<file path="config.mk">
export PLATFORM = sky130hd
export DESIGN_NAME = dice_cgra_dispatch_ctrl
export DESIGN_NICKNAME = d
export VERILOG_FILES = /design/src/rtl/dice_cgra_dispatch_ctrl.sv
export SDC_FILE = /design/constraint.sdc
export NUM_CORES = 1
export LEC_CHECK = 0
export ABC_AREA = 1
export CORE_UTILIZATION = 30
export DETAILED_ROUTE_END_ITERATION = 8
export GPL_ROUTABILITY_DRIVEN = 0
export PLACE_DENSITY = 0.54
export SYNTH_ARGS = -nofsm -noshare
export SYNTH_HDL_FRONTEND = slang
export SYNTH_SLANG_ARGS = --single-unit
</file>
<file path="constraint.sdc">
create_clock -name clk -period 3.8 [get_ports clk]
set_clock_uncertainty 0.1 [all_clocks]
set_input_delay 0.57 -clock clk [delete_from_list [all_inputs] [get_ports clk]]
set_output_delay 0.57 -clock clk [all_outputs]
set_load 0.01 [all_outputs]
</file>
<file path="src/rtl/dice_cgra_dispatch_ctrl.sv">
// dice_cgra_dispatch_ctrl: thread-block dispatcher (IDLE/CLEAR/ISSUE/DRAIN/DONE) issuing linear and 3-D thread IDs to a CGRA; ports: start/start_ready handshake with tid_count/ntid_x/ntid_y, stall/abort/cgra_done controls, cgra_clr, disp_valid/disp_tid/tid_x/y/z, busy, blk_done
module dice_cgra_dispatch_ctrl #(
  parameter int NUM_TID     = 512,
  parameter int TID_WIDTH   = $clog2(NUM_TID),
  parameter int DRAIN_GUARD = 2
) (
  input  logic                 clk,
  input  logic                 rst_n,
  input  logic                 start,
  output logic                 start_ready,
  input  logic [TID_WIDTH:0]   tid_count,
  input  logic [TID_WIDTH-1:0] ntid_x,
  input  logic [TID_WIDTH-1:0] ntid_y,
  input  logic                 stall,
  input  logic                 abort,
  input  logic                 cgra_done,
  output logic                 cgra_clr,
  output logic                 disp_valid,
  output logic [TID_WIDTH-1:0] disp_tid,
  output logic [TID_WIDTH-1:0] tid_x,
  output logic [TID_WIDTH-1:0] tid_y,
  output logic [TID_WIDTH-1:0] tid_z,
  output logic                 busy,
  output logic                 blk_done
);
  typedef enum logic [2:0] {IDLE, CLEAR, ISSUE, DRAIN, DONE} state_e;
  localparam int GW = $clog2(DRAIN_GUARD + 2);
  localparam logic [TID_WIDTH:0] ONE_C = 1;
  localparam logic [TID_WIDTH:0] MAX_C = (TID_WIDTH+1)'(NUM_TID);
  localparam logic [TID_WIDTH-1:0] ONE_T = 1;
  state_e state_q;
  logic [TID_WIDTH:0] tcnt_q;
  logic [TID_WIDTH-1:0] nx_q, ny_q, tid_q, x_q, y_q, z_q;
  logic [TID_WIDTH-1:0] nx_m1, ny_m1, x_d, y_d, z_d;
  logic [GW-1:0] g_q;
  logic kill, last, x_wrap, y_wrap, guard_ok;
  assign kill = abort && (state_q inside {CLEAR, ISSUE, DRAIN});
  assign last = ({1'b0, tid_q} + ONE_C) == tcnt_q;
  // a zero dimension behaves as size 1, so it wraps on every step
  assign nx_m1 = (nx_q == '0) ? '0 : nx_q - ONE_T;
  assign ny_m1 = (ny_q == '0) ? '0 : ny_q - ONE_T;
  assign x_wrap = x_q == nx_m1;
  assign y_wrap = y_q == ny_m1;
  assign x_d = x_wrap ? '0 : x_q + ONE_T;
  assign y_d = !x_wrap ? y_q : (y_wrap ? '0 : y_q + ONE_T);
  assign z_d = (x_wrap && y_wrap) ? z_q + ONE_T : z_q;
  // guard counts from DRAIN entry, so an early cgra_done cannot cut it short
  assign guard_ok = int'(g_q) + 1 >= DRAIN_GUARD;
  assign start_ready = state_q == IDLE;
  assign busy = state_q != IDLE;
  assign cgra_clr = state_q == CLEAR || kill;
  assign disp_valid = state_q == ISSUE && !stall && !abort;
  assign blk_done = state_q == DONE;
  assign disp_tid = tid_q;
  assign tid_x = x_q;
  assign tid_y = y_q;
  assign tid_z = z_q;
  always_ff @(posedge clk or negedge rst_n) begin
    if (!rst_n) begin
      state_q <= IDLE;
      tcnt_q <= '0;
      nx_q <= '0;
      ny_q <= '0;
      tid_q <= '0;
      x_q <= '0;
      y_q <= '0;
      z_q <= '0;
      g_q <= '0;
    end else if (kill) begin
      state_q <= IDLE;
    end else begin
      case (state_q)
        IDLE: if (start) begin
          state_q <= CLEAR;
          tcnt_q <= (tid_count > MAX_C) ? MAX_C : tid_count;
          nx_q <= ntid_x;
          ny_q <= ntid_y;
          tid_q <= '0;
          x_q <= '0;
          y_q <= '0;
          z_q <= '0;
        end
        CLEAR: state_q <= (tcnt_q == '0) ? DONE : ISSUE;
        ISSUE: if (!stall) begin
          tid_q <= tid_q + ONE_T;
          x_q <= x_d;
          y_q <= y_d;
          z_q <= z_d;
          if (last) begin
            state_q <= DRAIN;
            g_q <= '0;
          end
        end
        DRAIN: begin
          if (guard_ok && cgra_done) state_q <= DONE;
          else if (int'(g_q) < DRAIN_GUARD) g_q <= g_q + GW'(1);
        end
        DONE: state_q <= IDLE;
        default: state_q <= IDLE;
      endcase
    end
  end
endmodule

</file>
# Word-level counts from Yosys, hierarchy flattened
# Cells that the tools add are included.
[word_totals] regBits=69 input_bits=34 elab_cells=90
[op_classes] addsub=9 magnitude_cmp=3 n_eq_ne=18 n_mux=28 bitwise=1 n_reduce_logical=22
[ops] operator="9-bit two-way mux" count=11
[ops] operator="9-bit case mux with 2 select lines" count=4
[ops] operator="9-bit by 1-bit adder with 9-bit output, second input constant" count=4
[ops] operator="9-bit equality test" count=2
[ops] operator="9-bit logical NOT" count=2
[ops] operator="3-bit two-way mux" count=6
[ops] operator="9-bit by 1-bit subtractor with 9-bit output, second input constant" count=2
[ops] operator="3-bit case mux with 4 select lines" count=1
[ops] operator="9-bit by 1-bit adder with 10-bit output, second input constant" count=1
[ops] operator="10-bit equality test" count=1
[ops] operator="10-bit > comparator, second input constant" count=1
[ops] operator="10-bit logical NOT" count=1
[ops] operator="10-bit two-way mux" count=1
[ops] operator="2-bit != test, second input constant" count=5
[ops] operator="5-bit AND reduction" count=2
[ops] operator="2-bit two-way mux" count=4
[ops] operator="4-bit AND reduction" count=2
[ops] operator="3-bit by 2-bit equality test with 1-bit output, second input constant" count=2
[ops] operator="3-bit by 2-bit != test with 1-bit output, second input constant" count=2
[ops] operator="3-bit != test, second input constant" count=2
[ops] operator="6-bit AND reduction" count=1
[ops] operator="3-bit nonzero test" count=2
[ops] operator="1-bit logical AND" count=5
[ops] operator="2-bit by 1-bit != test with 1-bit output, second input constant" count=2
[ops] operator="13 further kinds" count=15

# Depth between registers and ports, before layout
# Gate-level depths: netlist of the first run.
[logic_depth] ltp_word=7 ltp_mapped=18

# Worst setup path before layout of the first run
# No wires, ideal clock.
[synth_path] kind="reg-to-reg" startpoint="register nx_q[0]" endpoint="register x_q[0], in the netlist tid_x[0]" setup_time_ns=0.134 arrival_time_ns=2.024 required_time_ns=3.566 setup_slack_ns=1.542 stages_incl_launch_ff=18 n_path_buf=2 period_less_slack_ns=2.258 cell_sequence="dfrtp_1 > clkinv_1 > ha_1 > nand2_1 > nor2_2 > nand3_2 > buf_2 > nand3_1 > nand2_1 > nor2_1 > nand2_1 > nor2_1 > nand2_1 > nand2_2 > buf_2 > inv_2 > nand3_1 > o21ai_0"
[synth_between] elab_chain_len=6 elab_cells_between_ends=7 classes_between="1 x add/sub; 1 x eq/ne; 4 x mux; 1 x reduce/logical"
[synth_rtl] element="from (decl)" line="33" rtl="logic [TID_WIDTH-1:0] nx_q, ny_q, tid_q, x_q, y_q, z_q;"
[synth_rtl] element="from (signal assigned)" line="76" rtl="nx_q <= ntid_x;"
[synth_rtl] element="9-bit by 1-bit subtractor with 9-bit output / 9-bit logical NOT (equally long branches)" line="40" rtl="assign nx_m1 = (nx_q == '0) ? '0 : nx_q - ONE_T;"
[synth_rtl] element="9-bit two-way mux (*)" line="40"
[synth_rtl] element="9-bit equality test (*)" line="42" rtl="assign x_wrap = x_q == nx_m1;"
[synth_rtl] element="9-bit two-way mux (*)" line="44" rtl="assign x_d = x_wrap ? '0 : x_q + ONE_T;"
[synth_rtl] element="9-bit two-way mux (*)" line="84" rtl="ISSUE: if (!stall) begin"
[synth_rtl] element="9-bit case mux with 2 select lines (*)" line="72" rtl="case (state_q)"
[synth_rtl] element="to (signal assigned)" line="65" rtl="x_q <= '0;"
[synth_rtl] element="to (signal assigned)" line="79" rtl="x_q <= '0;"
[synth_rtl] element="to (signal assigned)" line="86" rtl="x_q <= x_d;"
[synth_rtl] element="to (decl)" line="33"
# Every way passes the cells marked *; elsewhere a longest branch is shown, timed or not. The select of a mux whose other input is x is not followed.
# A chain may end at the register's enable or synchronous reset.

# Worst setup path in the final report of the first run
[layout_path] startpoint="input port abort" endpoint="output port disp_valid"
[layout_between] elab_chain_len=2
[layout_rtl] element="from (decl)" line="15" rtl="input logic abort,"
[layout_rtl] element="1-bit logical NOT" line="52" rtl="assign disp_valid = state_q == ISSUE && !stall && !abort;"
[layout_rtl] element="1-bit logical AND" line="52"
[layout_rtl] element="to (decl)" line="18" rtl="output logic disp_valid,"
# Every way passes these cells.

==> results of run 1 <==
-- state kept, by name, summed over array words and instances (netlist names) --
name and cells:
tid_y 9, tcnt_q 10, g_q 2, disp_tid 9, nx_q 9, ny_q 9
state_q 3, tid_z 9, tid_x 9
-- per-layer routing --
metal / share of wire / routed length, um / vias up
li1: - / - / 2193
met4: 0.012 / 146 / 0
met1: 0.47 / 5690 / 1990
met3: 0.057 / 684 / 13
met5: 0 / 0 / -
met2: 0.46 / 5470 / 96
-- cells in the final DEF (no fill, tap or decap), types with 2 or more instances in the layout --
cell type	n
sky130_fd_sc_hd__o21ai_0	24
sky130_fd_sc_hd__buf_4	3
sky130_fd_sc_hd__nand3_2	3
sky130_fd_sc_hd__nor3_1	11
sky130_fd_sc_hd__clkbuf_16	9
sky130_fd_sc_hd__inv_2	9
sky130_fd_sc_hd__o22ai_1	6
sky130_fd_sc_hd__clkbuf_8	2
sky130_fd_sc_hd__nor2_2	3
sky130_fd_sc_hd__nand3_1	67
sky130_fd_sc_hd__nand2_4	2
sky130_fd_sc_hd__nor2_4	3
sky130_fd_sc_hd__o21ai_1	22
sky130_fd_sc_hd__clkdlybuf4s50_1	73
sky130_fd_sc_hd__nand4_1	25
sky130_fd_sc_hd__inv_1	75
sky130_fd_sc_hd__nand3b_1	2
sky130_fd_sc_hd__nand2_2	4
sky130_fd_sc_hd__nor4_1	4
sky130_fd_sc_hd__xor2_1	25
sky130_fd_sc_hd__xnor2_1	5
sky130_fd_sc_hd__ha_1	7
sky130_fd_sc_hd__nand2_1	173
sky130_fd_sc_hd__clkinvlp_4	2
sky130_fd_sc_hd__a21oi_1	5
sky130_fd_sc_hd__nor2_1	68
sky130_fd_sc_hd__dfrtp_1	69
-- metrics by stage --
| stage | total power, mW | cells | hold WS [ns] | util |
|---|---|---|---|---|
| 2_1_floorplan | 2.45 | 633 | 0.174 | - |
| 3_3_place_gp | 2.95 | 881 | 0.383 | 0.372 |
| 3_5_place_dp | 2.98 | 881 | 0.398 | 0.372 |
| 4_1_cts | 3.89 | 897 | 0.246 | 0.393 |
| 5_1_grt | 4.21 | 897 | 0.280 | 0.393 |
| 6_report | 3.85 | 897 | 0.226 | 0.393 |
-- cell type report --
type                    instances  area (sq um)
clock inverters                 5          58.8
flip-flops and latches         69          1730
multi-input cells             465          2330
fillers                      1524          8780
repair buffers                 78           778
clock buffers                  11           253
well taps                     184           230
inverters                      85           319
-- kinds of logic (layout without fill, tap and decap cells) --
kind of cell | Yosys count | count (layout) | share of synthesized area
xor gates and xnor gates | 30 | 30 | 0.0591
adders and majority gates | 7 | 7 | 0.0197
AOI/OAI and AO/OA | 61 | 61 | 0.0755
and+or+nand+nor | 367 | 367 | 0.369
buffers and inverters | 99 | 179 | 0.0884
DFF | 69 | 69 | 0.389
-- final timing paths --
| check | to | slack (ns) | start | depth (start not counted) |
|---|---|---|---|---|
| min in group clk | g_q[1] | 0.41 | g_q[1] | 2 |
| hold / removal | g_q[1] | 0.23 | rst_n | 1 |
| hold reg to reg | g_q[1] | 0.41 | g_q[1] | 2 |
| setup / recovery | disp_valid | 0.89 | abort | 7 |
| setup reg to reg | tid_x[4] | 1.07 | nx_q[0] | 15 |
| max in group asynchronous | ny_q[2] | 2.70 | rst_n | 2 |
-- power by group --
group | total, mW | switching, mW | internal, mW | leakage, nW
registers | 1.11 | 0.184 | 0.925 | 0.914
clock network | 0.880 | 0.336 | 0.544 | 0.148
logic | 1.86 | 1.20 | 0.660 | 1.55
total | 3.85 | 1.72 | 2.13 | 2.61
==> impl_metrics.prom, run 1 <==
# TYPE chip_impl_metric gauge
chip_impl_info{name="critical-path-top-delay-family",value="buffers and inverters"} 1
chip_impl_info{name="synth_largest_area_cell",value="sky130_fd_sc_hd__dfrtp_1"} 1
chip_impl_metric{name="powerDensity",unit="mW/mm^2"} 675
chip_impl_metric{name="die_footprint",unit="sq mm"} 0.0153
chip_impl_metric{name="clock_h_tree_levels",unit=""} 3
chip_impl_info{name="critPathLaunchType",value="primary input"} 1
chip_impl_metric{name="floorplan.rows",unit=""} 44
chip_impl_metric{name="worst_slew_margin_relative_to_its_limit",unit=""} 0.458
chip_impl_metric{name="setup_total_negative_slack",unit="ns"} 0
chip_impl_metric{name="design.core.area",unit="sq mm"} 0.0145
chip_impl_info{name="synthFlopType",value="sky130_fd_sc_hd__dfrtp_1"} 1
chip_impl_metric{name="final.min_clock_period",unit="ns"} 2.91
chip_impl_info{name="synthTopCellsByCount",value="sky130_fd_sc_hd__nand2_1, sky130_fd_sc_hd__inv_1, sky130_fd_sc_hd__dfrtp_1, sky130_fd_sc_hd__nor2_1, sky130_fd_sc_hd__nand3_1"} 1
chip_impl_metric{name="drv_slew",unit=""} 0
chip_impl_metric{name="grt_max_degree",unit=""} 38
chip_impl_metric{name="path_max_fanout",unit=""} 4
chip_impl_metric{name="grt_antenna_before_repair",unit=""} 0
chip_impl_metric{name="number_of_synthesized_flops_with_an_enable_pin",unit=""} 0
chip_impl_metric{name="worstSkewPairLatency",unit="ns"} 0.34
chip_impl_metric{name="grt_pass1_wl",unit="mm"} 20.1
chip_impl_metric{name="worst_pin_slew",unit="ns"} 0.812
chip_impl_metric{name="ctsResizeCount",unit=""} 0
chip_impl_metric{name="netlist.area_leader.share",unit=""} 0.389
chip_impl_metric{name="layout_net_count",unit=""} 749
chip_impl_metric{name="detail_route.wl_per_cell",unit="um"} 13.4
chip_impl_metric{name="final_hold_viol_count",unit=""} 0
chip_impl_metric{name="post-cts-setup-buffers",unit=""} 0
chip_impl_metric{name="path_clk_slew",unit="ns"} 0.06
chip_impl_info{name="crit_type",value="primary input to primary output"} 1
chip_impl_metric{name="dr.pass1.iters",unit=""} 4
chip_impl_metric{name="timing.critical_path.arrival",unit="ns"} 2.24
chip_impl_metric{name="first_global_vias",unit=""} 4218
chip_impl_metric{name="detail_route.drc_violations",unit=""} 0
chip_impl_metric{name="synth_cell_type_count",unit=""} 34
chip_impl_metric{name="post_synth_inst_count",unit=""} 633
chip_impl_info{name="crit_path_cell_trace",value="clkdlybuf4s50_1, inv_1, nor2_1, nor2_1, nand2_1, nor2_1, clkdlybuf4s50_1"} 1
chip_impl_info{name="grt_setup_unrepaired",value="no"} 1
chip_impl_metric{name="cts_hold_buf",unit=""} 0
chip_impl_info{name="endpoint_kind",value="primary output"} 1
chip_impl_metric{name="pre_cts_slack",unit="ns"} 0.898
chip_impl_info{name="status",value="finished clean"} 1
chip_impl_metric{name="max_stage_delay",unit="ns"} 0.59
chip_impl_metric{name="groute.layer.met3.usage",unit=""} 0.0504
chip_impl_metric{name="hpwl",unit="mm"} 8.87
chip_impl_info{name="ys_top_cells_by_area",value="sky130_fd_sc_hd__dfrtp_1, sky130_fd_sc_hd__nand2_1, sky130_fd_sc_hd__nand3_1"} 1
chip_impl_metric{name="synth.yosys.seq_area_share",unit=""} 0.389
chip_impl_metric{name="placement.io_buffers",unit=""} 74
chip_impl_metric{name="yosys_warnings",unit=""} 0
chip_impl_info{name="slowest_cell_on_the_critical_path",value="sky130_fd_sc_hd__clkdlybuf4s50_1"} 1
chip_impl_info{name="tritoncts",value="yes"} 1
chip_impl_metric{name="vdd_ir_drop_max",unit="mV"} 0.300
chip_impl_metric{name="synth-seq-cells",unit=""} 69
chip_impl_metric{name="clockBufferDepth",unit=""} 2
chip_impl_metric{name="achievable-frequency",unit="MHz"} 344
chip_impl_metric{name="chipHeight",unit="um"} 124
chip_impl_metric{name="worst_slack",unit="ns"} 0.892
chip_impl_metric{name="fin_area",unit="sq mm"} 0.00570
chip_impl_metric{name="worst-endpoint-required",unit="ns"} 3.13
chip_impl_metric{name="detailedRoute.firstIterationViolations",unit=""} 243
chip_impl_metric{name="area_growth_syn_to_layout",unit="%"} 28.2
chip_impl_metric{name="avgViaCountPerCell",unit=""} 4.78
chip_impl_metric{name="tritoncts.num_buffers",unit=""} 9
chip_impl_metric{name="dr_total_vias",unit=""} 4292
chip_impl_info{name="yosysMostFrequentCell",value="sky130_fd_sc_hd__nand2_1"} 1
chip_impl_info{name="grt.busiest_layer",value="met2"} 1
chip_impl_metric{name="leakage",unit="nW"} 2.61
chip_impl_metric{name="die-width",unit="um"} 124
chip_impl_metric{name="max_cap_violations",unit=""} 0
chip_impl_metric{name="setup_viol",unit=""} 0
chip_impl_metric{name="drive_above_1_share",unit=""} 0.0687
chip_impl_metric{name="start_util",unit=""} 0.307
chip_impl_metric{name="gr-total-overflow",unit=""} 0
chip_impl_metric{name="wl",unit="mm"} 12.0
chip_impl_info{name="hold_path.class",value="primary input to async pin"} 1
chip_impl_metric{name="num_antenna_cells",unit=""} 0
chip_impl_metric{name="final_min_period_over_clock_period",unit=""} 0.765
chip_impl_metric{name="numClockSinks",unit=""} 69
chip_impl_metric{name="postSynthNetCount",unit=""} 674
chip_impl_metric{name="dpl-instance-area",unit="sq mm"} 0.00539
chip_impl_info{name="crit_top_cell",value="sky130_fd_sc_hd__nor2_1"} 1
chip_impl_metric{name="design.portCount",unit=""} 75
chip_impl_metric{name="post_synth_instance_area",unit="sq mm"} 0.00444
chip_impl_metric{name="cp_num_buf_inv",unit=""} 3
chip_impl_metric{name="grt_usage",unit=""} 0.170
chip_impl_metric{name="met2_track_utilization_from_global_routing",unit=""} 0.276
chip_impl_metric{name="ant_nets",unit=""} 0
chip_impl_metric{name="async_sr_flop_fraction",unit=""} 1.00
chip_impl_metric{name="global_route.usage.met1",unit=""} 0.219
chip_impl_info{name="cts_root_buf",value="sky130_fd_sc_hd__clkbuf_16"} 1
chip_impl_metric{name="syn-mean-instance-area",unit="sq um"} 7.02
Power figures use the tool's default switching activity.
==> run 2, diff against run 1 <==
clock period = 3 ns   (was 3.8 ns; I/O delays follow)
==> run 2 against run 1 <==
Register-to-register slack worse by 0.73 ns. Largest power group unchanged. Count of clock-buffer cells in the layout is 1 lower. Sequential power is 26% higher. Final cell count is 0.22% higher. Largest cell class unchanged. Die area stayed put. Global-route usage is 0.47 points higher. Power is 30% higher. Sequential cell count stayed put. Routed wire length is 2.3% higher. Utilization is 0.32 points higher. Highest routed layer unchanged.
==> impl_metrics.prom, run 2 (synthesis gave the netlist of run 1 again) <==
# TYPE chip_impl_metric gauge
chip_impl_metric{name="dpl-instance-area",unit="sq mm"} 0.00541
chip_impl_metric{name="drv_slew",unit=""} 0
chip_impl_metric{name="grt_pass1_wl",unit="mm"} 20.6
chip_impl_metric{name="power.share.clock",unit=""} 0.237
chip_impl_metric{name="dr.pass1.iters",unit=""} 5
chip_impl_info{name="worst_r2r_endpoint",value="tid_z[5]"} 1
chip_impl_info{name="tritoncts",value="yes"} 1
chip_impl_metric{name="p_sw_frac",unit=""} 0.443
chip_impl_metric{name="num_antenna_cells",unit=""} 0
chip_impl_metric{name="start_util",unit=""} 0.307
chip_impl_info{name="crit_type",value="primary input to primary output"} 1
chip_impl_metric{name="ant_nets",unit=""} 0
chip_impl_metric{name="achievable-frequency",unit="MHz"} 374
chip_impl_metric{name="drive_above_1_share",unit=""} 0.0713
chip_impl_info{name="registers.top_by_ff_count",value="tcnt_q"} 1
chip_impl_metric{name="clockBufferDepth",unit=""} 2
chip_impl_metric{name="setup_total_negative_slack",unit="ns"} 0
chip_impl_info{name="cp-startpoint",value="abort"} 1
chip_impl_metric{name="final_min_period_over_clock_period",unit=""} 0.892
chip_impl_metric{name="grt_max_degree",unit=""} 35
chip_impl_metric{name="detailedRoute.firstIterationViolations",unit=""} 242
chip_impl_metric{name="placement.io_buffers",unit=""} 74
chip_impl_metric{name="max_stage_delay",unit="ns"} 0.60
chip_impl_metric{name="leakage",unit="nW"} 2.63
chip_impl_metric{name="avgViaCountPerCell",unit=""} 4.77
chip_impl_metric{name="share_seq_of_total_power",unit=""} 0.279
chip_impl_info{name="crit_path_end",value="disp_valid"} 1
chip_impl_metric{name="internal_power",unit="mW"} 2.79
chip_impl_info{name="hold_path.class",value="primary input to async pin"} 1
chip_impl_metric{name="hpwl",unit="mm"} 9.04
chip_impl_info{name="endpoint_kind",value="primary output"} 1
chip_impl_metric{name="timing.critical_path.arrival",unit="ns"} 2.13
chip_impl_metric{name="worst_pin_slew",unit="ns"} 0.687
chip_impl_info{name="crit_path_cell_trace",value="clkdlybuf4s50_1, inv_1, nor2_1, nor2_1, nand2_1, nor2_1, clkdlybuf4s50_1"} 1
chip_impl_metric{name="floorplan.rows",unit=""} 44
chip_impl_metric{name="setup_viol",unit=""} 0
chip_impl_metric{name="die_footprint",unit="sq mm"} 0.0153
chip_impl_info{name="critPathLaunchType",value="primary input"} 1
chip_impl_metric{name="number_of_fill_cells",unit=""} 1500
chip_impl_info{name="status",value="finished clean"} 1
chip_impl_info{name="final_cell_mix",value="sky130_fd_sc_hd__nand2_1, sky130_fd_sc_hd__inv_1, sky130_fd_sc_hd__clkdlybuf4s50_1"} 1
chip_impl_metric{name="grt_antenna_before_repair",unit=""} 0
chip_impl_metric{name="final_hold_viol_count",unit=""} 0
chip_impl_metric{name="worstSkewPairLatency",unit="ns"} 0.35
chip_impl_metric{name="grt_usage",unit=""} 0.175
chip_impl_metric{name="powerDensity",unit="mW/mm^2"} 873
chip_impl_metric{name="max_reg_flops",unit=""} 10
chip_impl_metric{name="final.min_clock_period",unit="ns"} 2.68
chip_impl_metric{name="chipHeight",unit="um"} 124
chip_impl_metric{name="net_sw_power",unit="mW"} 2.22
chip_impl_metric{name="worst_slew_margin_relative_to_its_limit",unit=""} 0.542
chip_impl_metric{name="worst-endpoint-required",unit="ns"} 2.45
chip_impl_metric{name="post-cts-setup-buffers",unit=""} 0
chip_impl_metric{name="first_global_vias",unit=""} 4274
chip_impl_metric{name="cp_num_buf_inv",unit=""} 3
chip_impl_info{name="cts_root_buf",value="sky130_fd_sc_hd__clkbuf_16"} 1
chip_impl_metric{name="cts_hold_buf",unit=""} 0
chip_impl_metric{name="design.core.area",unit="sq mm"} 0.0145
chip_impl_info{name="grt_setup_unrepaired",value="no"} 1
chip_impl_info{name="final_common_cell",value="sky130_fd_sc_hd__nand2_1"} 1
chip_impl_metric{name="layout_net_count",unit=""} 751
chip_impl_info{name="critical-path-top-delay-family",value="buffers and inverters"} 1
chip_impl_metric{name="path_clk_slew",unit="ns"} 0.06
chip_impl_metric{name="wl",unit="mm"} 12.3
chip_impl_metric{name="detail_route.drc_violations",unit=""} 0
chip_impl_metric{name="detail_route.wl_per_cell",unit="um"} 13.6
chip_impl_metric{name="gr-total-overflow",unit=""} 0
chip_impl_metric{name="dr_total_vias",unit=""} 4292
chip_impl_metric{name="path_max_fanout",unit=""} 4
chip_impl_metric{name="max_cap_violations",unit=""} 0
chip_impl_metric{name="worstSetupPathDepth",unit=""} 7
chip_impl_metric{name="tritoncts.num_buffers",unit=""} 9
chip_impl_metric{name="worst_r2r_path_depth",unit=""} 15
chip_impl_metric{name="fin_area",unit="sq mm"} 0.00574
chip_impl_metric{name="pwr-share-comb",unit=""} 0.484
chip_impl_metric{name="design.portCount",unit=""} 75
chip_impl_metric{name="clock_h_tree_levels",unit=""} 3
chip_impl_info{name="slowest_cell_on_the_critical_path",value="sky130_fd_sc_hd__clkdlybuf4s50_1"} 1
chip_impl_metric{name="die-width",unit="um"} 124
chip_impl_info{name="crit_top_cell",value="sky130_fd_sc_hd__nor2_1"} 1
chip_impl_metric{name="regToRegSetupSlack",unit="ns"} 0.34
chip_impl_metric{name="numClockSinks",unit=""} 69
chip_impl_info{name="worst_r2r_startpoint",value="ny_q[0]"} 1
chip_impl_metric{name="ctsResizeCount",unit=""} 0
chip_impl_metric{name="area_growth_syn_to_layout",unit="%"} 29.3
chip_impl_metric{name="vdd_ir_drop_max",unit="mV"} 0.499
run 2: final cells by class:
type | instances | area, sq um | area share
sequential | 69 | 1730 | 0.301
timing repair buffer | 80 | 806 | 0.140
multi-input combinational | 465 | 2340 | 0.407
inverter | 85 | 319 | 0.0556
tap | 184 | 230 | 0.0401
clock inverter | 6 | 86.3 | 0.0150
clock buffer | 10 | 239 | 0.0416
run 2: worst min-delay path by stage:
stage | to | cells after the start | slack (ns) | from
2_1_floorplan | disp_tid[0] | 0 | 0.05 | rst_n
3_3_place_gp | g_q[1] | 2 | 0.38 | g_q[1]
3_5_place_dp | g_q[0] | 2 | 0.41 | g_q[0]
4_1_cts | tid_x[8] | 1 | 0.07 | rst_n
5_1_grt | tid_x[8] | 1 | 0.1 | rst_n
6_report | state_q[2] | 1 | 0.05 | rst_n
run 2: through the flow:
stage	cells	util	hold WS [ns]	power, mW	setup WS, ns
4_1_cts	899	0.396	0.0694	5.06	0.254
3_5_place_dp	883	0.374	0.408	3.83	0.275
5_1_grt	899	0.397	0.0976	5.48	0.0237
2_1_floorplan	633	-	0.0544	3.11	0.742
6_report	899	0.397	0.0472	5.01	0.325
3_3_place_gp	883	0.374	0.383	3.78	0.382
run 2: power groups by stage:
| stage | clock network, mW | logic (mW) | registers (mW) |
|---|---|---|---|
| 2_1_floorplan | 0 | 1.74 | 1.36 |
| 3_3_place_gp | 0 | 2.37 | 1.41 |
| 3_5_place_dp | 0 | 2.42 | 1.41 |
| 4_1_cts | 1.22 | 2.44 | 1.40 |
| 5_1_grt | 1.26 | 2.79 | 1.43 |
| 6_report | 1.19 | 2.42 | 1.40 |
run 2: routing by layer:
layer  track usage  part of all wire  vias to the layer above
met1         0.221              0.48                     1970
met3        0.0504             0.049                       20
met4        0.0617             0.023                        0
li1              -                 -                     2204
met5             0                 0                        -
met2         0.283              0.45                       98
